`config.mk`:
```
export PLATFORM = sky130hd
export DESIGN_NAME = spi_master_gen_flat
export DESIGN_NICKNAME = d
export VERILOG_FILES = /design/src/rtl/spi_master_gen_if.sv /design/src/rtl/spi_master_gen.sv /design/src/flat_wrapper.sv
export SDC_FILE = /design/constraint.sdc
export NUM_CORES = 1
export LEC_CHECK = 0
export CORE_ASPECT_RATIO = 1.25
export CORE_UTILIZATION = 45
export CTS_BUF_LIST = sky130_fd_sc_hd__clkbuf_2
export DETAILED_ROUTE_END_ITERATION = 8
export PLACE_DENSITY = 0.67
export SLEW_MARGIN = 5
export SYNTH_ARGS = -nofsm -noshare
export SYNTH_HDL_FRONTEND = slang
export SYNTH_SLANG_ARGS = --single-unit
```
`constraint.sdc`:
```
create_clock -name clk -period 8.1 [get_ports clk]
set_input_delay 0.81 -clock clk [delete_from_list [all_inputs] [get_ports clk]]
set_output_delay 0.81 -clock clk [all_outputs]
set_load 0.1 [all_outputs]
```
`src/rtl/spi_master_gen_if.sv`:
```
// Command-side bundle of the SPI frame engine: request, frame settings,
// and the busy/ack/RX-data handshake back to the requesting FSM.
interface spi_master_gen_if #(
    parameter int DATA_W = 32,
    parameter int DIV_W  = 16
);
    localparam int LEN_W = $clog2(DATA_W + 1);

    logic              i_wr_req;
    logic [DATA_W-1:0] i_data_in;
    logic [LEN_W-1:0]  i_frame_len;
    logic [DIV_W-1:0]  i_clk_div;
    logic              i_cpol;
    logic              i_cpha;
    logic              i_lsb_first;
    logic              i_cs_keep;
    logic              o_busy;
    logic              o_wr_ack;
    logic [DATA_W-1:0] o_data_out;

    // Requester side: issues frames and watches for completion.
    modport master (
        output i_wr_req, i_data_in, i_frame_len, i_clk_div,
               i_cpol, i_cpha, i_lsb_first, i_cs_keep,
        input  o_busy, o_wr_ack, o_data_out
    );

    // Engine side: consumes frame settings and reports completion.
    modport slave (
        input  i_wr_req, i_data_in, i_frame_len, i_clk_div,
               i_cpol, i_cpha, i_lsb_first, i_cs_keep,
        output o_busy, o_wr_ack, o_data_out
    );
endinterface

```
`src/rtl/spi_master_gen.sv`:
```
// SPI master frame engine: variable frame length, runtime CPOL/CPHA,
// selectable bit order, automatic chip select with setup/hold and
// optional CS-keep across consecutive frames. All pin outputs registered.
module spi_master_gen #(
    parameter int DATA_W       = 32,
    parameter int DIV_W        = 16,
    parameter int CS_SETUP_CYC = 1,
    parameter int CS_HOLD_CYC  = 1
) (
    input  logic             clk,
    input  logic             rst,
    spi_master_gen_if.slave  bus,
    output logic             o_spi_cs,
    output logic             o_spi_dclk,
    output logic             o_spi_mosi,
    input  logic             i_spi_miso
);
    localparam int LEN_W = $clog2(DATA_W + 1);

    typedef enum logic [2:0] {
        ST_IDLE,
        ST_CS_SETUP,
        ST_LEAD,
        ST_TRAIL,
        ST_CS_HOLD,
        ST_DONE
    } state_t;

    state_t            r_state;
    state_t            w_nextState;
    logic [DIV_W-1:0]  r_cnt;
    logic [DIV_W-1:0]  w_nextCnt;
    logic [LEN_W-1:0]  r_pulse;
    logic [DATA_W-1:0] r_data;
    logic [LEN_W-1:0]  r_len;
    logic [DIV_W-1:0]  r_div;
    logic              r_cpol;
    logic              r_cpha;
    logic              r_lsb;
    logic              r_keep;
    logic              r_kept;
    logic [DATA_W-1:0] r_rx;
    logic              r_miso;
    logic              r_busy;
    logic              r_ack;
    logic [DATA_W-1:0] r_dout;
    logic              r_cs;
    logic              r_dclk;
    logic              r_mosi;

    logic [LEN_W-1:0]  w_lenEff;
    logic [DIV_W-1:0]  w_divEff;
    logic              w_phaseEnd;
    logic              w_firstBit;
    logic              w_txBit;
    logic [LEN_W-1:0]  w_rxIdx;
    logic [LEN_W-1:0]  w_rxPos;
    logic [DATA_W-1:0] w_rxMask;

    // Returns bit idx of d without a wide-index part-select.
    function automatic logic f_pick(input logic [DATA_W-1:0] d,
                                    input logic [LEN_W-1:0]  idx);
        logic [DATA_W-1:0] s;
        s = d >> idx;
        return s[0];
    endfunction

    // Zero or oversize lengths mean a full-width frame; a zero divider means 1.
    assign w_lenEff = ((bus.i_frame_len == '0) || (bus.i_frame_len > LEN_W'(DATA_W)))
                      ? LEN_W'(DATA_W) : bus.i_frame_len;
    assign w_divEff = (bus.i_clk_div == '0) ? DIV_W'(1) : bus.i_clk_div;

    assign w_phaseEnd = (r_cnt == '0);

    // Bit 0 of the frame is already on MOSI at accept time in CPHA=0.
    assign w_firstBit = f_pick(bus.i_data_in,
                               bus.i_lsb_first ? '0 : (w_lenEff - LEN_W'(1)));

    // r_pulse is the index of the next bit to drive in both LEAD and TRAIL.
    assign w_txBit = f_pick(r_data, r_lsb ? r_pulse : (r_len - LEN_W'(1) - r_pulse));

    // Received bit index: in TRAIL the pulse counter has already advanced.
    assign w_rxIdx  = (r_state == ST_TRAIL) ? (r_pulse - LEN_W'(1)) : r_pulse;
    assign w_rxPos  = r_lsb ? w_rxIdx : (r_len - LEN_W'(1) - w_rxIdx);
    assign w_rxMask = DATA_W'(r_miso) << w_rxPos;

    // State and phase-counter register.
    always_ff @(posedge clk) begin
        if (rst) begin
            r_state <= ST_IDLE;
            r_cnt   <= '0;
        end else begin
            r_state <= w_nextState;
            r_cnt   <= w_nextCnt;
        end
    end

    // Next state and phase counter; each timed phase ends when the counter hits zero.
    always_comb begin
        w_nextState = r_state;
        w_nextCnt   = r_cnt;
        case (r_state)
            ST_IDLE: begin
                if (bus.i_wr_req) begin
                    if (r_kept) begin
                        w_nextState = ST_LEAD;
                        w_nextCnt   = w_divEff - DIV_W'(1);
                    end else begin
                        w_nextState = ST_CS_SETUP;
                        w_nextCnt   = DIV_W'(CS_SETUP_CYC - 1);
                    end
                end
            end
            ST_CS_SETUP: begin
                if (w_phaseEnd) begin
                    w_nextState = ST_LEAD;
                    w_nextCnt   = r_div - DIV_W'(1);
                end else begin
                    w_nextCnt = r_cnt - DIV_W'(1);
                end
            end
            ST_LEAD: begin
                if (w_phaseEnd) begin
                    w_nextState = ST_TRAIL;
                    w_nextCnt   = r_div - DIV_W'(1);
                end else begin
                    w_nextCnt = r_cnt - DIV_W'(1);
                end
            end
            ST_TRAIL: begin
                if (w_phaseEnd) begin
                    if (r_pulse != r_len) begin
                        w_nextState = ST_LEAD;
                        w_nextCnt   = r_div - DIV_W'(1);
                    end else if (r_keep) begin
                        w_nextState = ST_DONE;
                    end else begin
                        w_nextState = ST_CS_HOLD;
                        w_nextCnt   = DIV_W'(CS_HOLD_CYC - 1);
                    end
                end else begin
                    w_nextCnt = r_cnt - DIV_W'(1);
                end
            end
            ST_CS_HOLD: begin
                if (w_phaseEnd) begin
                    w_nextState = ST_DONE;
                end else begin
                    w_nextCnt = r_cnt - DIV_W'(1);
                end
            end
            ST_DONE: begin
                w_nextState = ST_IDLE;
            end
            default: begin
                w_nextState = ST_IDLE;
            end
        endcase
    end

    // Frame datapath and registered pins, updated at phase boundaries.
    always_ff @(posedge clk) begin
        if (rst) begin
            r_pulse <= '0;
            r_data  <= '0;
            r_len   <= '0;
            r_div   <= '0;
            r_cpol  <= 1'b0;
            r_cpha  <= 1'b0;
            r_lsb   <= 1'b0;
            r_keep  <= 1'b0;
            r_kept  <= 1'b0;
            r_rx    <= '0;
            r_miso  <= 1'b0;
            r_busy  <= 1'b0;
            r_ack   <= 1'b0;
            r_dout  <= '0;
            r_cs    <= 1'b1;
            r_dclk  <= 1'b0;
            r_mosi  <= 1'b0;
        end else begin
            r_miso <= i_spi_miso;
            r_ack  <= 1'b0;
            case (r_state)
                ST_IDLE: begin
                    r_dclk <= bus.i_cpol;
                    if (bus.i_wr_req) begin
                        r_data  <= bus.i_data_in;
                        r_len   <= w_lenEff;
                        r_div   <= w_divEff;
                        r_cpol  <= bus.i_cpol;
                        r_cpha  <= bus.i_cpha;
                        r_lsb   <= bus.i_lsb_first;
                        r_keep  <= bus.i_cs_keep;
                        r_pulse <= '0;
                        r_rx    <= '0;
                        r_busy  <= 1'b1;
                        r_cs    <= 1'b0;
                        r_mosi  <= bus.i_cpha ? 1'b0 : w_firstBit;
                    end
                end
                ST_LEAD: begin
                    if (w_phaseEnd) begin
                        r_dclk  <= ~r_dclk;
                        r_pulse <= r_pulse + LEN_W'(1);
                        if (r_cpha) begin
                            r_mosi <= w_txBit;
                        end else begin
                            r_rx <= r_rx | w_rxMask;
                        end
                    end
                end
                ST_TRAIL: begin
                    if (w_phaseEnd) begin
                        r_dclk <= ~r_dclk;
                        if (r_cpha) begin
                            r_rx <= r_rx | w_rxMask;
                        end else if (r_pulse != r_len) begin
                            r_mosi <= w_txBit;
                        end
                    end
                end
                ST_DONE: begin
                    r_ack  <= 1'b1;
                    r_busy <= 1'b0;
                    r_mosi <= 1'b0;
                    r_dclk <= r_cpol;
                    r_cs   <= ~r_keep;
                    r_kept <= r_keep;
                    r_dout <= r_rx;
                end
                default: begin
                end
            endcase
        end
    end

    assign bus.o_busy     = r_busy;
    assign bus.o_wr_ack   = r_ack;
    assign bus.o_data_out = r_dout;
    assign o_spi_cs       = r_cs;
    assign o_spi_dclk     = r_dclk;
    assign o_spi_mosi     = r_mosi;
endmodule

```
`src/flat_wrapper.sv`:
```
// flat-port wrapper written by rule: the top's interface ports become plain ports
module spi_master_gen_flat 
#(
    parameter int DATA_W       = 32,
    parameter int DIV_W        = 16,
    parameter int CS_SETUP_CYC = 1,
    parameter int CS_HOLD_CYC  = 1
)
  (clk, rst, o_spi_cs, o_spi_dclk, o_spi_mosi, i_spi_miso, bus_i_wr_req, bus_i_data_in, bus_i_frame_len, bus_i_clk_div, bus_i_cpol, bus_i_cpha, bus_i_lsb_first, bus_i_cs_keep, bus_o_busy, bus_o_wr_ack, bus_o_data_out);
  spi_master_gen_if #(.DATA_W(DATA_W), .DIV_W(DIV_W)) bus_i ();
  input  logic clk;
  input  logic rst;
  output logic o_spi_cs;
  output logic o_spi_dclk;
  output logic o_spi_mosi;
  input  logic i_spi_miso;
  input wire logic [$bits(bus_i.i_wr_req)-1:0] bus_i_wr_req;
  input wire logic [$bits(bus_i.i_data_in)-1:0] bus_i_data_in;
  input wire logic [$bits(bus_i.i_frame_len)-1:0] bus_i_frame_len;
  input wire logic [$bits(bus_i.i_clk_div)-1:0] bus_i_clk_div;
  input wire logic [$bits(bus_i.i_cpol)-1:0] bus_i_cpol;
  input wire logic [$bits(bus_i.i_cpha)-1:0] bus_i_cpha;
  input wire logic [$bits(bus_i.i_lsb_first)-1:0] bus_i_lsb_first;
  input wire logic [$bits(bus_i.i_cs_keep)-1:0] bus_i_cs_keep;
  output wire logic [$bits(bus_i.o_busy)-1:0] bus_o_busy;
  output wire logic [$bits(bus_i.o_wr_ack)-1:0] bus_o_wr_ack;
  output wire logic [$bits(bus_i.o_data_out)-1:0] bus_o_data_out;
  assign bus_i.i_wr_req = bus_i_wr_req;
  assign bus_i.i_data_in = bus_i_data_in;
  assign bus_i.i_frame_len = bus_i_frame_len;
  assign bus_i.i_clk_div = bus_i_clk_div;
  assign bus_i.i_cpol = bus_i_cpol;
  assign bus_i.i_cpha = bus_i_cpha;
  assign bus_i.i_lsb_first = bus_i_lsb_first;
  assign bus_i.i_cs_keep = bus_i_cs_keep;
  assign bus_o_busy = bus_i.o_busy;
  assign bus_o_wr_ack = bus_i.o_wr_ack;
  assign bus_o_data_out = bus_i.o_data_out;
  spi_master_gen #(.DATA_W(DATA_W), .DIV_W(DIV_W), .CS_SETUP_CYC(CS_SETUP_CYC), .CS_HOLD_CYC(CS_HOLD_CYC)) u_core (.clk(clk), .rst(rst), .bus(bus_i), .o_spi_cs(o_spi_cs), .o_spi_dclk(o_spi_dclk), .o_spi_mosi(o_spi_mosi), .i_spi_miso(i_spi_miso));
endmodule
```
Word-level counts from Yosys, hierarchy flattened:

Cells that the tools add are included.

* output and inout port bits: 37
* input bits: 62
* flip-flop bits (word level): 154
* word-level logic and storage cells: 122

* $add $sub $neg: 9
* multiplexer cells: 47
* bitwise logic cells: 3
* shift-type cells: 3
* order comparisons: 1
* reduce and logical (&&, ||, !) cells: 21
* equal/unequal tests: 19

Operator list (number)
* $mux W32: 5
* $mux W16: 8
* $pmux W32 S3: 1
* $pmux W16 S4: 1
* $shr A32 B6 Y1: 2
* $sub A16 B1 Y16 const B: 3
* $mux W6: 7
* $logic_not A16 Y1: 2
* $or A32 B32 Y32: 1
* $shl A1 B6 Y32: 1
* $mux W3: 6
* $sub A6 B1 Y6 const B: 3
* $pmux W3 S5: 1
* $ne A2 B1 Y1 const B: 7
* $mux W1: 12
* $pmux W6 S2: 1
* $sub A6 B6 Y6: 2
* $ne A2 B2 Y1 const B: 5
* $reduce_bool A4 Y1: 2
* $reduce_and A7 Y1: 1
* $add A6 B1 Y6 const B: 1
* $eq A3 B2 Y1 const B: 2
* $eq A3 B3 Y1 const B: 2
* $gt A6 B6 Y1 const B: 1
* 19 further kinds: 26

Depth between registers and ports, before layout:

Gate-level depths: netlist (run 1).

* depth after elaboration: 9
* mapped depth: 14
* depth with buffers taken out: 14

Least setup slack after synthesis (run 1):

OpenSTA, ideal clock, no wires.

* path type: input to register
* start: in bus_i_frame_len[0]
* end: reg u_core.r_mosi, in the netlist u_core.o_spi_mosi
* library setup time: 134 ps
* buffers on the path: 1
* data arrival time: 3139 ps
* cell stages on the path: 11
* setup slack: 4827 ps
* cell sequence: nor2b_1 clkbuf_1 clkinv_1 ha_1 nor2b_1 mux2i_1 mux4_2 a221oi_1 a211oi_1 a21oi_1 a311oi_1

* cells in the longest elaborated chain, start to end: 9
* elaborated cells between the ends (all ways): 10
* classes of those cells: add/sub: 1; order compare: 1; shift: 1; mux: 5; reduce/logical: 2

Ends and longest elaborated chain
* start: declaration: RTL line flat_wrapper.sv:19 `input wire logic [$bits(bus_i.i_frame_len)-1:0] bus_i_frame_len;`
* $gt A6 B6 Y1 or $logic_not A6 Y1 (tied branches): RTL line spi_master_gen.sv:69 `assign w_lenEff = ((bus.i_frame_len == '0) || (bus.i_frame_len > LEN_W'(DATA_W)))`
* $logic_or A1 B1 Y1: RTL line spi_master_gen.sv:69
* $mux W6 (*): RTL line spi_master_gen.sv:70 `? LEN_W'(DATA_W) : bus.i_frame_len;`
* $sub A6 B1 Y6 (*): RTL line spi_master_gen.sv:77 `bus.i_lsb_first ? '0 : (w_lenEff - LEN_W'(1)));`
* $mux W6 (*): RTL line spi_master_gen.sv:77
* $shr A32 B6 Y1 (*): RTL line spi_master_gen.sv:64 `s = d >> idx;`
* $mux W1 (*): RTL line spi_master_gen.sv:199 `r_mosi <= bus.i_cpha ? 1'b0 : w_firstBit;`
* $mux W1 (*): RTL line spi_master_gen.sv:187 `if (bus.i_wr_req) begin`
* $pmux W1 S4 (*): RTL line spi_master_gen.sv:184 `case (r_state)`
* end signal: assignment: RTL line spi_master_gen.sv:199
* end signal: assignment: RTL line spi_master_gen.sv:207 `r_mosi <= w_txBit;`
* end signal: assignment: RTL line spi_master_gen.sv:219 `r_mosi <= w_txBit;`
* end: declaration: RTL line spi_master_gen.sv:49 `logic r_mosi;`

Every way passes the cells marked *; elsewhere a longest branch is shown, timed or not. The select of a mux whose other input is x is not followed.
A chain may end at the register's enable or synchronous reset.

Worst setup path in the final report (run 1):

* start: reg u_core.r_state[1]
* end: reg u_core.r_rx[24]

* cells in the longest elaborated chain, start to end: 9
* elaborated cells between the ends (all ways): 20
* classes of those cells: add/sub: 1; eq/ne: 7; shift: 1; mux: 7; bitwise: 1; reduce/logical: 3

Ends and longest elaborated chain
* start: declaration: RTL line spi_master_gen.sv:29 `state_t r_state;`
* start signal: assignment: RTL line spi_master_gen.sv:93 `r_state <= w_nextState;`
* $eq A3 B2 Y1: RTL line spi_master_gen.sv:83, spi_master_gen.sv:184
* $mux W6: RTL line spi_master_gen.sv:83 `assign w_rxIdx = (r_state == ST_TRAIL) ? (r_pulse - LEN_W'(1)) : r_pulse;`
* $sub A6 B6 Y6: RTL line spi_master_gen.sv:84 `assign w_rxPos = r_lsb ? w_rxIdx : (r_len - LEN_W'(1) - w_rxIdx);`
* $mux W6: RTL line spi_master_gen.sv:84
* $shl A1 B6 Y32: RTL line spi_master_gen.sv:85 `assign w_rxMask = DATA_W'(r_miso) << w_rxPos;`
* $or A32 B32 Y32: RTL line spi_master_gen.sv:209, spi_master_gen.sv:217
* $mux W32 (on tied branches): RTL line spi_master_gen.sv:216, spi_master_gen.sv:206
* $mux W32 (on tied branches): RTL line spi_master_gen.sv:214, spi_master_gen.sv:203
* $pmux W32 S3: RTL line spi_master_gen.sv:184
* end signal: assignment: RTL line spi_master_gen.sv:209 `r_rx <= r_rx | w_rxMask;`
* end signal: assignment: RTL line spi_master_gen.sv:217 `r_rx <= r_rx | w_rxMask;`
* end: declaration: RTL line spi_master_gen.sv:42 `logic [DATA_W-1:0] r_rx;`

Parallel ways exist; a longest one is shown, timed or not. The select of a mux whose other input is x is not followed.

==> results.sh, run 1 <==
export IMPL_timing_critical_path_fanout_max=15
export IMPL_postCtsSetupBuffers=0
export IMPL_power_static_leakage_nw=3.403
export IMPL_ys_async_sr_fraction=0
export IMPL_placement_rows=55
export IMPL_rsz_0062_raised_after_global_routing="false"
export IMPL_whs_ns=0.3795
export IMPL_synthesis_nets=1145
export IMPL_clock_skew_final_ns=0.02825
export IMPL_fin_tns_setup_ns=0
export IMPL_first_pass_iteration_count_of_the_detailed_router=5
export IMPL_globalRoute_totalOverflow=0
export IMPL_grt_first_pass_wirelength_um=34510
export IMPL_io_pin_count=99
export IMPL_viasPerCell=5.489
export IMPL_final_core_util=0.5391
export IMPL_power_ir_vdd_worst_mv=0.2032
export IMPL_mostFrequentLayoutCells="252 x sky130_fd_sc_hd__nand2_1, 154 x sky130_fd_sc_hd__dfxtp_1, 112 x sky130_fd_sc_hd__a21oi_1, 97 x sky130_fd_sc_hd__clkdlybuf4s50_1, 85 x sky130_fd_sc_hd__nor2_1"
export IMPL_ys_types=63
export IMPL_timing_fmax_ghz=0.2521
export IMPL_netlist_instances=1063
export IMPL_mostFrequentLayoutCell="sky130_fd_sc_hd__nand2_1"
export IMPL_clockBufferDepth=2
export IMPL_cts_root_buffer="sky130_fd_sc_hd__clkbuf_2"
export IMPL_nets=1215
export IMPL_design_area_um2=9757
export IMPL_synth_top_flop_cell="sky130_fd_sc_hd__dfxtp_1"
export IMPL_numPortBuffers=98
export IMPL_cts_clk_slew_worst_paths_ns=0.25
export IMPL_dp_final_hpwl_um=15120
export IMPL_synth_edff_count=0
export IMPL_critPathCaptureType="register"
export IMPL_via_count_of_the_first_global_routing_pass=6877
export IMPL_worst_slew_pin_transition_ns=1.201
export IMPL_insertion_delay_ns=0.75
export IMPL_max_cap_viol_count=0
export IMPL_antenna_violating_nets_post_route=0
export IMPL_timing_critical_path_required_ns=8.75
export IMPL_drc_errors=0
export IMPL_critPathArrivalTime_ns=4.61
export IMPL_die_area_um2=19070
export IMPL_share_of_synthesized_area_occupied_by_flip_flops_and_latches=0.3700
export IMPL_cts_hold_fix_buffers=0
export IMPL_floorplan_initialDensity=0.4604
export IMPL_slew_violations=0
export IMPL_timing_critical_path_from_type="register"
export IMPL_total_via_count_after_detailed_routing=7553
export IMPL_fill_cells=1815
export IMPL_syn_mean_instance_area_um2=7.839
export IMPL_max_slew_margin=0.1986
export IMPL_layout_area_overhead_vs_synth_pct=17.09
export IMPL_timing_final_hold_violations=0
export IMPL_cts_made_buffers=17
export IMPL_total_power_w=0.002791
export IMPL_final_period_minus_worst_setup_slack_ns=3.967
export IMPL_drive_gt1_frac=0.07074
export IMPL_cell_area_power_density_nw_per_um2=286.1
export IMPL_cts_htree_levels=4
export IMPL_yosys_warnings=0
export IMPL_route_detailed_wl_per_inst_um=15.35
export IMPL_standard_cell_core_area_um2=18100
export IMPL_cts_tree="yes"
export IMPL_grt_start_max_net_pins=102
export IMPL_cts_repair_resize_count=0
export IMPL_floorplan_die_height_um=154.1
export IMPL_first_drt_iteration_drcs=526
export IMPL_cts_sinks=154
export IMPL_grtUsageTotal=0.2294
export IMPL_place_area_um2=9453
export IMPL_die_x_um=123.7
export IMPL_postSynthRegisterBits=154
export IMPL_worstSetupPathType="reg -> reg"
export IMPL_globalplace_congestion=0.8665
export IMPL_total_wirelength_um=21130
export IMPL_antenna_found_initial=1
export IMPL_timing_final_crit_share=0.4898
export IMPL_holdCritPathClass="in -> reg"
export IMPL_setup_viol=0
export IMPL_status="complete, no violations"
export IMPL_netlist_area_before_placement_um2=8333
-- per-stage QoR --
stage	std cells	worst slack, ns
2_1_floorplan	1063	4.827
3_3_place_gp	1342	3.655
3_5_place_dp	1342	3.575
4_1_cts	1373	4.123
5_1_grt	1376	3.628
6_report	1376	4.133
-- synth_stat cells, types with 4 or more instances --
cell type	count	area, µm²
sky130_fd_sc_hd__nand2_1	252	945.9
sky130_fd_sc_hd__dfxtp_1	154	3083
sky130_fd_sc_hd__a21oi_1	112	560.5
sky130_fd_sc_hd__nor2_1	86	322.8
sky130_fd_sc_hd__clkbuf_1	52	195.2
sky130_fd_sc_hd__o21ai_0	42	210.2
sky130_fd_sc_hd__xnor2_1	42	367.9
sky130_fd_sc_hd__nor3_1	27	135.1
sky130_fd_sc_hd__inv_1	23	86.33
sky130_fd_sc_hd__o31ai_1	23	172.7
sky130_fd_sc_hd__ha_1	18	225.2
sky130_fd_sc_hd__xor2_1	17	148.9
sky130_fd_sc_hd__mux2i_1	15	150.1
sky130_fd_sc_hd__a211oi_1	13	97.59
sky130_fd_sc_hd__a22oi_1	13	97.59
sky130_fd_sc_hd__o22ai_1	13	81.33
sky130_fd_sc_hd__nor4_1	12	75.07
sky130_fd_sc_hd__nor2b_1	11	68.82
sky130_fd_sc_hd__mux4_2	10	225.2
sky130_fd_sc_hd__mux2_2	9	101.4
sky130_fd_sc_hd__o21a_1	9	67.56
sky130_fd_sc_hd__or4_1	8	60.06
sky130_fd_sc_hd__and2_1	7	43.79
sky130_fd_sc_hd__nand3_1	7	35.03
sky130_fd_sc_hd__nand2b_1	6	37.54
sky130_fd_sc_hd__nand4_1	5	31.28
sky130_fd_sc_hd__nor3b_1	5	37.54
sky130_fd_sc_hd__or3_1	5	31.28
sky130_fd_sc_hd__a21o_1	4	30.03
sky130_fd_sc_hd__nand3b_1	4	30.03
-- critical path: stages, from the launching register on --
cell,delay (ns)
sky130_fd_sc_hd__dfxtp_1,0.69
sky130_fd_sc_hd__nor2b_1,0.32
sky130_fd_sc_hd__nand2_1,0.15
sky130_fd_sc_hd__o21ai_0,0.36
sky130_fd_sc_hd__inv_1,0.14
sky130_fd_sc_hd__ha_1,0.30
sky130_fd_sc_hd__nor2b_1,0.12
sky130_fd_sc_hd__o21ai_0,0.11
sky130_fd_sc_hd__and2_1,0.20
sky130_fd_sc_hd__o21a_1,0.22
sky130_fd_sc_hd__nor3_1,0.45
sky130_fd_sc_hd__nor3_1,0.12
sky130_fd_sc_hd__a21oi_1,0.48
sky130_fd_sc_hd__o21ai_0,0.19
-- registers in the layout (all words and copies together) (netlist names) --
signal                 flops
u_core.r_miso              1
u_core.o_spi_mosi          1
u_core.r_state             3
u_core.bus.o_data_out     32
u_core.r_div              16
u_core.r_cpha              1
u_core.bus.o_wr_ack        1
u_core.r_kept              1
u_core.r_rx               32
u_core.r_cpol              1
u_core.r_len               6
u_core.o_spi_dclk          1
u_core.r_keep              1
u_core.o_spi_cs            1
u_core.r_pulse             6
u_core.bus.o_busy          1
u_core.r_data             32
u_core.r_lsb               1
u_core.r_cnt              16
-- path summary, 6_finish.rpt --
kind                     start                         to  slack, ns  cells past startpoint
max          u_core.r_state[1]            u_core.r_rx[24]       4.13                     13
max reg2reg  u_core.r_state[1]            u_core.r_rx[24]       4.13                     13
min reg2reg    u_core.r_rx[26]  u_core.bus.o_data_out[26]       0.44                      2
min                        rst  u_core.bus.o_data_out[31]       0.38                      2
-- final cells by class --
type	instances	area, µm²	share of cell area
antenna	3	7.507	0.0007694
clock buffer	17	85.08	0.008720
clock inverter	14	211.5	0.02167
inverter	25	93.84	0.009618
multi-input combinational	826	4930	0.5053
sequential	154	3083	0.3160
tap	228	285.3	0.02924
timing repair buffer	109	1061	0.1087
-- cells by family after synthesis --
kind of cell | synth area share
compound gates | 0.1850
xor+xnor | 0.06757
fa+ha+maj | 0.03183
buf+inv | 0.03889
flops | 0.3700
mux | 0.05886
simple gates | 0.2479
-- layer usage --
metal | vias to the layer above | wire [µm] | GRT usage
li1 | 3859 | - | -
met1 | 3477 | 9534 | 0.3047
met2 | 183 | 10140 | 0.3709
met3 | 34 | 964 | 0.03524
met4 | 0 | 490 | 0.08434
met5 | - | 0 | 0
-- power breakdown --
part	internal [W]	total, W	switching, W
Sequential	0.000860	0.000967	0.000108
Clock	0.000211	0.000520	0.000308
Combinational	0.000528	0.00130	0.000777
(Power assumes the default switching activity.)
==> run 2: changes to the inputs <==
Settings changed: PLACE_DENSITY 0.67 to 0.69.
Clock period 8.1 ns to 3.4 ns, I/O delays scaled along.
==> run 2 against run 1 <==
  * Utilization up 1.2 points
  * First-iteration DRC count decreased by 4.0%
  * Combinational power grew to 2.5 times the previous value
  * Total power grew 140%
  * Clock-buffer cell count is 1 higher
  * Final area is 2.2% higher
  * Critical path depth grew 1
  * Critical path type unchanged
==> results.sh, run 2 (synthesis gave the netlist of run 1 again) <==
export IMPL_slew_violations=0
export IMPL_layout_area_overhead_vs_synth_pct=19.71
export IMPL_viasPerCell=5.525
export IMPL_cell_area_power_density_nw_per_um2=666.1
export IMPL_cts_root_buffer="sky130_fd_sc_hd__clkbuf_2"
export IMPL_timing_final_crit_share=0.9345
export IMPL_grt_first_pass_wirelength_um=35010
export IMPL_grtUsageTotal=0.2305
export IMPL_timing_final_hold_violations=0
export IMPL_critical_path_startpoint="u_core.r_pulse[0]"
export IMPL_whs_ns=0.07979
export IMPL_floorplan_die_height_um=154.1
export IMPL_timing_critical_path_from_type="register"
export IMPL_worst_r2r_startpoint="u_core.r_pulse[0]"
export IMPL_clockBufferDepth=2
export IMPL_numPortBuffers=98
export IMPL_first_drt_iteration_drcs=505
export IMPL_final_period_minus_worst_setup_slack_ns=3.177
export IMPL_rsz_0062_raised_after_global_routing="false"
export IMPL_power_ir_vdd_worst_mv=0.3807
export IMPL_die_area_um2=19070
export IMPL_insertion_delay_ns=0.78
export IMPL_total_via_count_after_detailed_routing=7740
export IMPL_globalplace_congestion=0.8712
export IMPL_die_x_um=123.7
export IMPL_critPathCaptureType="register"
export IMPL_clock_skew_final_ns=0.03880
export IMPL_drive_gt1_frac=0.09898
export IMPL_fill_cells=1715
export IMPL_numPlacedInstances=1367
export IMPL_max_slew_margin=0.1980
export IMPL_route_detailed_wl_per_inst_um=14.94
export IMPL_holdCritPathClass="in -> reg"
export IMPL_io_pin_count=99
export IMPL_dp_final_hpwl_um=15500
export IMPL_drc_errors=0
export IMPL_floorplan_initialDensity=0.4604
export IMPL_antenna_found_initial=1
export IMPL_placement_rows=55
export IMPL_r2r_cells=14
export IMPL_grt_start_max_net_pins=85
export IMPL_first_pass_iteration_count_of_the_detailed_router=7
export IMPL_mostFrequentLayoutCell="sky130_fd_sc_hd__nand2_1"
export IMPL_worstSetupPathType="reg -> reg"
export IMPL_timing_fmax_ghz=0.3147
export IMPL_final_cell_count_no_fill=1401
export IMPL_cts_sinks=154
export IMPL_via_count_of_the_first_global_routing_pass=7222
export IMPL_power_static_leakage_nw=3.541
export IMPL_timing_critical_path_fanout_max=5
export IMPL_total_wirelength_um=20930
export IMPL_globalRoute_totalOverflow=0
export IMPL_antenna_violating_nets_post_route=0
export IMPL_crit_end="u_core.r_rx[11]"
export IMPL_rrSetupSlack_ns=0.22
export IMPL_setup_viol=0
export IMPL_nets=1241
export IMPL_timing_critical_path_required_ns=4.06
export IMPL_cts_made_buffers=17
export IMPL_mostFrequentLayoutCells="252 x sky130_fd_sc_hd__nand2_1, 151 x sky130_fd_sc_hd__dfxtp_1, 111 x sky130_fd_sc_hd__a21oi_1, 97 x sky130_fd_sc_hd__clkdlybuf4s50_1, 85 x sky130_fd_sc_hd__nor2_1"
export IMPL_critPathArrivalTime_ns=3.84
export IMPL_cts_clk_slew_worst_paths_ns=0.24
export IMPL_worst_slew_pin_transition_ns=1.202
export IMPL_worstReg2RegEnd="u_core.r_rx[11]"
export IMPL_standard_cell_core_area_um2=18100
export IMPL_cts_htree_levels=4
export IMPL_max_cap_viol_count=0
export IMPL_status="complete, no violations"
export IMPL_cts_tree="yes"
## run 2: worst max-delay path, cell delays in order, from the launching register on
cell,delay (ns)
sky130_fd_sc_hd__dfxtp_2,0.39
sky130_fd_sc_hd__inv_1,0.08
sky130_fd_sc_hd__ha_1,0.14
sky130_fd_sc_hd__nand4b_1,0.16
sky130_fd_sc_hd__nor3_2,0.19
sky130_fd_sc_hd__xnor2_1,0.16
sky130_fd_sc_hd__inv_1,0.11
sky130_fd_sc_hd__ha_1,0.31
sky130_fd_sc_hd__a21oi_1,0.09
sky130_fd_sc_hd__or2_2,0.27
sky130_fd_sc_hd__o2bb2ai_1,0.30
sky130_fd_sc_hd__nor4_2,0.12
sky130_fd_sc_hd__nor4b_4,0.38
sky130_fd_sc_hd__nand2_1,0.13
sky130_fd_sc_hd__o31ai_1,0.28
## run 2: report_power, final
part | internal [W] | switching, W | leakage (nW) | total [W]
logic | 0.00136 | 0.00192 | 2.14 | 0.00329
registers | 0.00205 | 0.000225 | 1.25 | 0.00227
clock network | 0.000360 | 0.000722 | 0.145 | 0.00108
## run 2: through the flow
step                      TNS (ns)  instance area [µm²]  utilization  power (W)  worst slack, ns
after global placement           0                 9653       0.5334   0.005469          0.08889
final                            0                 9976       0.5512   0.006645           0.2227
after CTS                        0                 9923       0.5483   0.006609          0.02841
after floorplan                  0                 8333            -   0.004714           0.3213
after global routing             0                 9976       0.5512   0.007151          0.01135
after detailed placement  -0.03878                 9653       0.5334   0.005518         -0.01318
## run 2: what timing repair did
action | CTS | global route
endpoints found under the setup margin | 7 | 32
hold buffers | 1 | 0
buffers inserted | 0 | 0
hold endpoints to repair | 34 | 0
resized for setup | 1 | 11
## run 2: area by class of cell
| cell class | count | area (µm²) | area share |
|---|---|---|---|
| repair buffers | 135 | 1271 | 0.1274 |
| flip-flops and latches | 154 | 3087 | 0.3094 |
| clock buffers | 18 | 90.09 | 0.009030 |
| multi-input cells | 826 | 4980 | 0.4992 |
| clock inverters | 14 | 166.4 | 0.01668 |
| inverters | 25 | 93.84 | 0.009407 |
| well taps | 228 | 285.3 | 0.02860 |
| diodes | 1 | 2.502 | 0.0002508 |
## run 2: worst min-delay path by stage
stage | startpoint | end | slack (ns) | cells after the start
6_report | bus_i_cs_keep | u_core.r_keep | 0.08 | 3
3_3_place_gp | u_core.r_rx[25] | u_core.r_rx[25] | 0.44 | 2
4_1_cts | bus_i_cs_keep | u_core.r_keep | 0.03 | 3
3_5_place_dp | u_core.r_rx[25] | u_core.r_rx[25] | 0.44 | 2
5_1_grt | bus_i_data_in[23] | u_core.r_data[23] | 0.02 | 3
2_1_floorplan | u_core.r_rx[16] | u_core.r_rx[16] | 0.42 | 2
## run 2: routing by layer
layer	track usage	vias to the layer above	share of wire	wire [µm]
met4	0.06999	0	0.018	386
met1	0.2921	3611	0.46	9627
met5	0	-	0	0
met3	0.05119	29	0.044	929
met2	0.3844	185	0.48	9982
li1	-	3915	-	-
==> run 3: changes to the inputs <==
Settings changed: CORE_UTILIZATION 45 to 51, CTS_BUF_LIST sky130_fd_sc_hd__clkbuf_2 to not set, PLACE_DENSITY 0.69 to 0.77, SKIP_LAST_GASP set to 1.
==> run 3 against run 2 <==
  * Global-route usage grew 2.9 points
  * Largest cell class unchanged
  * Combinational power increased by 1%
  * Critical path depth unchanged
  * Clock-buffer cell count is 1 higher
  * Utilization rose by 10 points
  * Total power increased by 15%
==> results.sh, run 3 (synthesis gave the netlist of run 1 again) <==
export IMPL_critPathCaptureType="register"
export IMPL_floorplan_initialDensity=0.5287
export IMPL_fill_cells=1366
export IMPL_worstPathCellList="inv_2 > ha_1 > nand4b_1 > nor3_2 > xnor2_1 > inv_1 > ha_4 > a21oi_2 > nor4b_4 > o2bb2ai_2 > o31a_1 > nor4b_4 > nand2_1 > o31ai_2"
export IMPL_antennaDiodeCount=0
export IMPL_antenna_violating_nets_post_route=0
export IMPL_final_period_minus_worst_setup_slack_ns=3.203
export IMPL_cts_made_buffers=17
export IMPL_grt_first_pass_wirelength_um=34860
export IMPL_worstSetupPathType="reg -> reg"
export IMPL_cts_clk_slew_worst_paths_ns=0.06
export IMPL_max_slew_margin=0.1850
export IMPL_via_count_of_the_first_global_routing_pass=7250
export IMPL_first_pass_iteration_count_of_the_detailed_router=7
export IMPL_fin_tns_setup_ns=0
export IMPL_cts_tree="yes"
export IMPL_mostFrequentLayoutCell="sky130_fd_sc_hd__nand2_1"
export IMPL_clockBufferDepth=2
export IMPL_insertion_delay_ns=0.43
export IMPL_grt_start_max_net_pins=69
export IMPL_dp_final_hpwl_um=15200
export IMPL_cts_sinks=154
export IMPL_globalRoute_totalOverflow=0
export IMPL_route_detailed_wl_per_inst_um=15.35
export IMPL_critPathArrivalTime_ns=3.54
export IMPL_io_pin_count=99
export IMPL_timing_critical_path_required_ns=3.74
export IMPL_crit_path_max_incr_delay_ns=0.39
export IMPL_placement_rows=51
export IMPL_slew_violations=0
export IMPL_critical_path_most_common_cell="sky130_fd_sc_hd__nor4b_4"
export IMPL_pre_cts_ws_ns=-0.09458
export IMPL_power_static_leakage_nw=3.668
export IMPL_timing_critical_path_from_type="register"
export IMPL_grtUsageTotal=0.2598
export IMPL_multi_input_comb_area_um2=5026
export IMPL_setup_viol=0
export IMPL_antenna_found_initial=0
export IMPL_max_cap_viol_count=0
export IMPL_drive_gt1_frac=0.09785
export IMPL_drc_errors=0
export IMPL_timing_critical_path_fanout_max=5
export IMPL_total_via_count_after_detailed_routing=7769
export IMPL_globalplace_congestion=0.8998
export IMPL_numPortBuffers=98
export IMPL_grt_use_met3=0.04094
export IMPL_floorplan_die_height_um=144.9
export IMPL_timing_final_hold_violations=0
export IMPL_timing_final_crit_share=0.9422
export IMPL_viasPerCell=5.642
export IMPL_cell_area_power_density_nw_per_um2=742.1
export IMPL_standard_cell_core_area_um2=15760
export IMPL_timing_fmax_ghz=0.3122
export IMPL_clock_skew_final_ns=0.007817
export IMPL_holdCritPathClass="in -> reg"
export IMPL_whs_ns=0.4030
export IMPL_grtUsageMet1=0.3277
export IMPL_final_core_util=0.6553
export IMPL_ff_latch_area_um2=3084
export IMPL_grt_busiest_layer="met2"
export IMPL_postCtsSetupBuffers=0
export IMPL_power_ir_vdd_worst_mv=0.4914
export IMPL_use_met2=0.4391
export IMPL_layout_area_overhead_vs_synth_pct=23.95
export IMPL_total_wirelength_um=21140
export IMPL_status="complete, no violations"
export IMPL_nets=1234
export IMPL_die_area_um2=16860
export IMPL_die_x_um=116.3
export IMPL_first_drt_iteration_drcs=588
export IMPL_mostFrequentLayoutCells="252 x sky130_fd_sc_hd__nand2_1, 153 x sky130_fd_sc_hd__dfxtp_1, 110 x sky130_fd_sc_hd__a21oi_1, 97 x sky130_fd_sc_hd__clkdlybuf4s50_1, 85 x sky130_fd_sc_hd__nor2_1"
export IMPL_cts_htree_levels=4
export IMPL_setup_ws_ns=0.1966
export IMPL_cp_slowest_cell="sky130_fd_sc_hd__o31a_1"
export IMPL_rrSetupSlack_ns=0.20
export IMPL_cts_root_buffer="sky130_fd_sc_hd__clkbuf_16"
export IMPL_worst_slew_pin_transition_ns=1.221
==> run 3: changes by cell type in the layout (fill, tap and decap cells not counted), moves of 4 or more <==
cell,previous run,this run
sky130_fd_sc_hd__clkbuf_2,18,0
sky130_fd_sc_hd__clkbuf_16,0,17
sky130_fd_sc_hd__buf_4,36,30
sky130_fd_sc_hd__clkinv_4,5,1
==> run 3: power by group <==
| group | switching, W | internal, W |
|---|---|---|
| combinational | 0.00196 | 0.00137 |
| sequential | 0.000228 | 0.00205 |
| clock | 0.000782 | 0.00127 |
| total | 0.00297 | 0.00469 |
==> run 3: area by class of cell <==
type                       instances  area share
timing repair buffer             128      0.1177
tap                              212     0.02568
inverter                          25    0.009085
multi-input combinational        826      0.4866
sequential                       154      0.2986
clock buffer                      19     0.04385
clock inverter                    13     0.01841
==> run 3: routing by layer <==
layer / vias up / wire, µm / part of all wire
met4: 0 / 411 / 0.019
met5: - / 0 / 0
li1: 3884 / - / -
met2: 245 / 10650 / 0.50
met1: 3609 / 9075 / 0.43
met3: 31 / 1003 / 0.047
==> run 3: path summary, 6_finish.rpt <==
check	start	to	cells past startpoint
worst max-delay path	u_core.r_pulse[0]	u_core.r_rx[12]	14
worst min-delay path	rst	u_core.bus.o_wr_ack	2
worst max register to register	u_core.r_pulse[0]	u_core.r_rx[12]	14
worst min register to register	u_core.bus.o_data_out[7]	u_core.bus.o_data_out[7]	2
==> run 3: critical path, delay by kind of cell (launching register included) <==
family          cells  cell delay [ns]
xor+xnor            1             0.17
compound gates      4             0.86
fa+ha+maj           2             0.44
simple gates        5             1.08
flops               1             0.35
buf+inv             2             0.22
==> run 3: through the flow <==
step                      area [µm²]  power (W)  std cells
final                          10330   0.007665       1377
after global routing           10330   0.008145       1377
after CTS                      10240   0.007558       1377
after detailed placement        9588   0.005483       1345
after global placement          9588   0.005424       1345
after floorplan                 8333   0.004714       1063
==> run 3: repair_timing <==
action | in CTS | in global routing
resized for setup | 2 | 16
hold buffers | 0 | 0
pin swaps | 0 | 5
setup endpoints to repair | 20 | 32
